[config.mk]
export PLATFORM = sky130hd
export DESIGN_NAME = tv80_alu16_seq
export DESIGN_NICKNAME = d
export VERILOG_FILES = /design/src/rtl/tv80_alu16_seq.sv
export SDC_FILE = /design/constraint.sdc
export NUM_CORES = 1
export LEC_CHECK = 0
export BUFFER_PORTS_ARGS = -buffer_cell sky130_fd_sc_hd__buf_4
export CELL_PAD_IN_SITES_DETAIL_PLACEMENT = 0
export CELL_PAD_IN_SITES_GLOBAL_PLACEMENT = 2
export CORE_MARGIN = 2
export CORE_UTILIZATION = 30
export DETAILED_ROUTE_END_ITERATION = 7
export PLACE_DENSITY_LB_ADDON = 0.1
export SYNTH_ARGS = -nofsm -noshare
export SYNTH_HDL_FRONTEND = slang
export SYNTH_SLANG_ARGS = --single-unit
[constraint.sdc]
create_clock -name clk -period 2.2 [get_ports clk]
set_clock_uncertainty 0.15 [all_clocks]
set_input_delay 0.22 -clock clk [delete_from_list [all_inputs] [get_ports clk]]
set_output_delay 0.22 -clock clk [all_outputs]
set_load 0.01 [all_outputs]
[src/rtl/tv80_alu16_seq.sv]
`default_nettype none
// ============================================================================
//  Module   : tv80_alu16_seq
//  Purpose  : Two-pass sequencer for 16-bit arithmetic on the 8-bit TV80 ALU.
//             ADD HL,rr / ADC HL,rr / SBC HL,rr / ADD SP,e8 are split into a
//             low-byte pass (LO) followed by a high-byte pass (HI). The ALU
//             itself is external and combinational; this block drives its
//             inputs from registered state and captures Q/F_Out at the end
//             of each pass.
//  Revision : 1.0  initial release
// ----------------------------------------------------------------------------
//  Ports
//    clk, reset_n            clock, asynchronous active-low reset
//    start, op, a16, b16,    request handshake and operands (accepted when
//    f_in                    ready=1; op 00 ADD16, 01 ADC16, 10 SBC16,
//                            11 ADDSP with b16[7:0]=e8)
//    flush                   synchronous abort back to IDLE, no done
//    ready, done             idle indicator, one-cycle result-valid pulse
//    result, f_res           16-bit result and final flags (f_res[3:0]=0)
//    alu_op, alu_bus_a,      drive to ALU ALU_Op/BusA/BusB/F_In/Arith16/Z16
//    alu_bus_b, alu_f,       (all zero in IDLE and DONE)
//    alu_arith16, alu_z16
//    alu_q, alu_f_out        ALU Q/F_Out, captured at the end of LO and HI
//  Configuration
//    TV80_ALU16_ADDSP_EN     when defined, op 11 performs ADD SP,e8
//                            (sign-extended e8, flags from the low pass with
//                            Z=N=0); when undefined op 11 behaves as ADD16.
// ============================================================================
module tv80_alu16_seq #(
    parameter int Mode   = 3,
    parameter int Flag_C = 4,
    parameter int Flag_H = 5,
    parameter int Flag_N = 6,
    parameter int Flag_Z = 7
) (
    input  logic        clk,
    input  logic        reset_n,
    input  logic        start,
    input  logic [1:0]  op,
    input  logic [15:0] a16,
    input  logic [15:0] b16,
    input  logic [7:0]  f_in,
    input  logic        flush,
    output logic        ready,
    output logic        done,
    output logic [15:0] result,
    output logic [7:0]  f_res,
    output logic [3:0]  alu_op,
    output logic [7:0]  alu_bus_a,
    output logic [7:0]  alu_bus_b,
    output logic [7:0]  alu_f,
    output logic        alu_arith16,
    output logic        alu_z16,
    input  logic [7:0]  alu_q,
    input  logic [7:0]  alu_f_out
);

    typedef enum logic [1:0] {
        ST_IDLE = 2'd0,
        ST_LO   = 2'd1,
        ST_HI   = 2'd2,
        ST_DONE = 2'd3
    } state_t;

    localparam logic [3:0] c_alu_add = 4'b0000;
    localparam logic [3:0] c_alu_adc = 4'b0001;
    localparam logic [3:0] c_alu_sbc = 4'b0011;

    // Mode only documents the core flavour; the sequencing is identical for
    // every mode, so nothing is elaborated differently.
    generate
        if (Mode != 3) begin : g_non_gb_mode
        end
    endgenerate

    state_t      state_q,  state_d;
    logic [1:0]  op_q,     op_d;
    logic [15:0] a_q,      a_d;
    logic [15:0] b_q,      b_d;
    logic [7:0]  flags_q,  flags_d;
    logic [7:0]  res_lo_q, res_lo_d;
    logic [7:0]  f_lo_q,   f_lo_d;
    logic [15:0] result_q, result_d;
    logic [7:0]  f_res_q,  f_res_d;

    logic        is_add16;
    logic        is_adc16;
    logic        is_sbc16;
    logic        is_addsp;
    logic [7:0]  b_hi;
    logic [7:0]  f_final;

    // Only the four architectural flags survive into f_res; bits [3:0] are
    // always cleared.
    function automatic logic [7:0] keep_flags(input logic [7:0] f);
        logic [7:0] r;
        r         = 8'h00;
        r[Flag_C] = f[Flag_C];
        r[Flag_H] = f[Flag_H];
        r[Flag_N] = f[Flag_N];
        r[Flag_Z] = f[Flag_Z];
        return r;
    endfunction

    assign is_adc16 = (op_q == 2'b01);
    assign is_sbc16 = (op_q == 2'b10);

`ifdef TV80_ALU16_ADDSP_EN
    assign is_addsp = (op_q == 2'b11);
    assign is_add16 = (op_q == 2'b00);
    // e8 is signed: the high pass adds its sign extension plus the low carry.
    assign b_hi     = is_addsp ? {8{b_q[7]}} : b_q[15:8];

    always_comb begin
        f_final = keep_flags(alu_f_out);
        if (is_addsp) begin
            // ADD SP,e8 reports H/C from the low byte and clears Z/N.
            f_final         = keep_flags(f_lo_q);
            f_final[Flag_Z] = 1'b0;
            f_final[Flag_N] = 1'b0;
        end
    end
`else
    assign is_addsp = 1'b0;
    assign is_add16 = (op_q == 2'b00) || (op_q == 2'b11);
    assign b_hi     = b_q[15:8];
    assign f_final  = keep_flags(alu_f_out);
`endif

    always_comb begin
        state_d     = state_q;
        op_d        = op_q;
        a_d         = a_q;
        b_d         = b_q;
        flags_d     = flags_q;
        res_lo_d    = res_lo_q;
        f_lo_d      = f_lo_q;
        result_d    = result_q;
        f_res_d     = f_res_q;

        ready       = 1'b0;
        done        = 1'b0;
        alu_op      = 4'b0000;
        alu_bus_a   = 8'h00;
        alu_bus_b   = 8'h00;
        alu_f       = 8'h00;
        alu_arith16 = 1'b0;
        alu_z16     = 1'b0;

        case (state_q)
            ST_IDLE: begin
                ready = 1'b1;
                // flush has priority over a simultaneous start
                if (start && !flush) begin
                    op_d    = op;
                    a_d     = a16;
                    b_d     = b16;
                    flags_d = f_in;
                    state_d = ST_LO;
                end
            end

            ST_LO: begin
                alu_bus_a   = a_q[7:0];
                alu_bus_b   = b_q[7:0];
                alu_f       = flags_q;
                alu_op      = is_sbc16 ? c_alu_sbc :
                              is_adc16 ? c_alu_adc : c_alu_add;
                alu_arith16 = is_add16;
                if (flush) begin
                    state_d = ST_IDLE;
                end else begin
                    res_lo_d = alu_q;
                    f_lo_d   = alu_f_out;
                    state_d  = ST_HI;
                end
            end

            ST_HI: begin
                // The low-pass carry reaches the high byte only via f_lo.
                alu_bus_a   = a_q[15:8];
                alu_bus_b   = b_hi;
                alu_f       = f_lo_q;
                alu_op      = is_sbc16 ? c_alu_sbc : c_alu_adc;
                alu_arith16 = is_add16;
                alu_z16     = is_adc16 || is_sbc16;
                if (flush) begin
                    state_d = ST_IDLE;
                end else begin
                    // result/f_res are committed together so an abort
                    // leaves the previous outcome fully intact.
                    result_d = {alu_q, res_lo_q};
                    f_res_d  = f_final;
                    state_d  = ST_DONE;
                end
            end

            ST_DONE: begin
                done    = 1'b1;
                state_d = ST_IDLE;
            end

            default: begin
                state_d = ST_IDLE;
            end
        endcase
    end

    always_ff @(posedge clk or negedge reset_n) begin
        if (!reset_n) begin
            state_q  <= ST_IDLE;
            op_q     <= 2'b00;
            a_q      <= 16'h0000;
            b_q      <= 16'h0000;
            flags_q  <= 8'h00;
            res_lo_q <= 8'h00;
            f_lo_q   <= 8'h00;
            result_q <= 16'h0000;
            f_res_q  <= 8'h00;
        end else begin
            state_q  <= state_d;
            op_q     <= op_d;
            a_q      <= a_d;
            b_q      <= b_d;
            flags_q  <= flags_d;
            res_lo_q <= res_lo_d;
            f_lo_q   <= f_lo_d;
            result_q <= result_d;
            f_res_q  <= f_res_d;
        end
    end

    assign result = result_q;
    assign f_res  = f_res_q;

endmodule
`default_nettype wire

==> results.cfg <==
[outcome]
status = finished clean

[timing]
fin_setup_tns_ns = 0
hold_viol_final = 0
setup_viol = 0
drv_slew = 0
grt_setup_unrepaired = false
clock.fmax_mhz = 483
tightest_slew_ns = 0.507
setup_ws_ns = 0.130
fin_crit_sh_pct = 94.1
min_period_ns = 2.07
relSlewSlack_pct = 66.2

[floorplan]
num_io_pins = 118
dieArea_mm2 = 0.0131
fp.dieW_um = 115
rows = 40
die_h_um = 115
coreArea_mm2 = 0.0120
start_util_pct = 30.7

[placement]
gp_congestion = 0.705
placed_cell_area_mm2 = 0.00467
pre_cts_ws_ns = 0.319
numPortBuffers = 111
dp_hpwl_um = 5960

[setup_path]
crit_arrival_ns = 1.70
r2r_setup_slack_ns = 0.40
path_max_fanout = 17
critPathKind = flop to output port
worstPathRequired_ns = 1.83
cp-start-kind = flop
cp-end-kind = output port

[clock_network]
cts_setup_buffers = 0
path_clk_slew_ns = 0.06
cts_sinks = 80
tritoncts = done
clock_latency_ns = 0.33
cts.path.max_buffers = 2
cts_buffers = 9
cts_root_buf = clkbuf_16
cts_max_level = 3

[global_routing]
grt_overflow = 0
busiest_layer = met2
grt_pass1_wl_um = 14600
use_met1_pct = 19.6
met3_usage_pct = 4.18
use_met2_pct = 22.6
antenna_found_initial = 0
grt_max_degree = 46
grtUsageTotal_pct = 14.5
grt_pass1_vias = 2835

[cells_and_area]
nNetsFinal = 503
nFillCells = 1102
final_common_cell = buf_4
fin_util_pct = 47.0
multi_input_area_mm2 = 0.00150
diodes = 0
final_cell_mix = buf_4, dfrtp_1, mux2_2
drive_gt1_share_pct = 50.7
fin_area_mm2 = 0.00562
seqCellArea_mm2 = 0.00200
synthToLayoutAreaGrowth_pct = 53.2

[synth]
syn_inst = 256
synthesis.area_mm2 = 0.00367
ys_ff_latch = 80
async_flop_share_pct = 100
yosysWarnings = 0
syn-mean-instance-area_um2 = 14.3
synth_cell_types = 26
ys.flop_type = dfrtp_1
synth-edff-count = 0
synth_seq_area_share_pct = 54.6

[worst_hold_path]
hp-class = primary input to flop

[power_and_ir_drop]
p_leak_nw = 2.61
internal_power_mw = 5.26
comb_power_share_pct = 44.9
power.density_mw_per_mm2 = 1370
p_sw_share_pct = 31.5
clkPwrFrac_pct = 21.2
p_seq_share_pct = 33.9
p_switching_mw = 2.42
ir_worst_vdd_mv = 0.542

[detailed_routing]
drc = 0
totalWireLength_um = 9050
routed-via-count = 2658
drtAntennaViolNets = 0
dr.pass1.iters = 4
viasPerCell = 4.54
drtIter0Drc = 78
post_drt_wl_per_cell_um = 15.5

[job]
max_cap_violations = 0
-- synthesized netlist by cell type (all sizes together), types with 2 or more instances --
cell    number  area, µm²
dfrtp       80       2000
ha           8        100
nor2         2       7.51
mux2        78        916
inv          4       15.0
o21ai        2       10.0
a22oi       24        180
nor2b       27        176
clkbuf       7       36.3
buf         14        136
-- power by group through the flow --
stage	logic, mW	clock network (mW)	registers (mW)
global route	3.79	1.75	2.71
finish	3.45	1.63	2.61
global placement	3.35	0	2.60
detailed placement	3.38	0	2.62
floorplan	2.02	0	2.62
CTS	3.47	1.68	2.61
-- flip-flops by register name (all words and copies together), names as in the netlist --
register,cells
a_q,16
state_q,2
b_q,16
op_q,2
flags_q,8
result,16
f_lo_q,8
res_lo_q,8
f_res,4
-- stage by stage --
| step | std cells | hold slack (ns) | total power, mW |
|---|---|---|---|
| finish | 585 | 0.177 | 7.69 |
| global route | 585 | 0.188 | 8.25 |
| CTS | 585 | 0.164 | 7.77 |
| detailed placement | 509 | 0.0766 | 6.00 |
| global placement | 509 | 0.0722 | 5.95 |
| floorplan | 261 | -0.226 | 4.64 |
-- worst max-delay path, stage by stage, from the launching register on --
cell,delay [ns]
dfrtp_1,0.42
inv_2,0.09
ha_1,0.33
buf_6,0.18
nor2b_1,0.20
buf_4,0.15
-- area by class of cell --
cell class	count	area share (%)
Clock buffer	10	4.25
Clock inverter	6	1.60
Inverter	4	0.267
Multi-Input combinational cell	156	26.8
Sequential cell	80	35.6
Tap cell	147	3.27
Timing Repair Buffer	182	28.2
-- worst paths after layout --
kind                           endpoint  cells after the start  startpoint
max                        alu_bus_a[6]                      5  state_q[1]
min                          state_q[0]                      4       start
max reg2reg                      a_q[6]                      5  state_q[1]
min reg2reg                      b_q[7]                      1      b_q[7]
max in group asynchronous     result[2]                      3     reset_n
min in group asynchronous       b_q[14]                      2     reset_n
-- layer usage --
| layer | up-vias | share of wire [%] |
|---|---|---|
| met1 | 1318 | 45 |
| li1 | 1253 | - |
| met2 | 77 | 48 |
| met5 | - | 0 |
| met4 | 0 | 1.2 |
| met3 | 10 | 5.6 |
-- timing repair --
action	CTS	global route
hold endpoints to repair	106	0
resized for setup	2	8
setup endpoints to repair	4	23
hold buffers	60	0
-- cell families after synthesis --
kind of cell	Yosys count	share of synthesized area, %
simple gates	33	6.07
flops	80	54.6
fa+ha+maj	8	2.73
mux	79	25.2
compound gates	30	6.21
other cells	1	0.102
buf+inv	25	5.11
No activity file was read; power rests on OpenSTA's default activity.
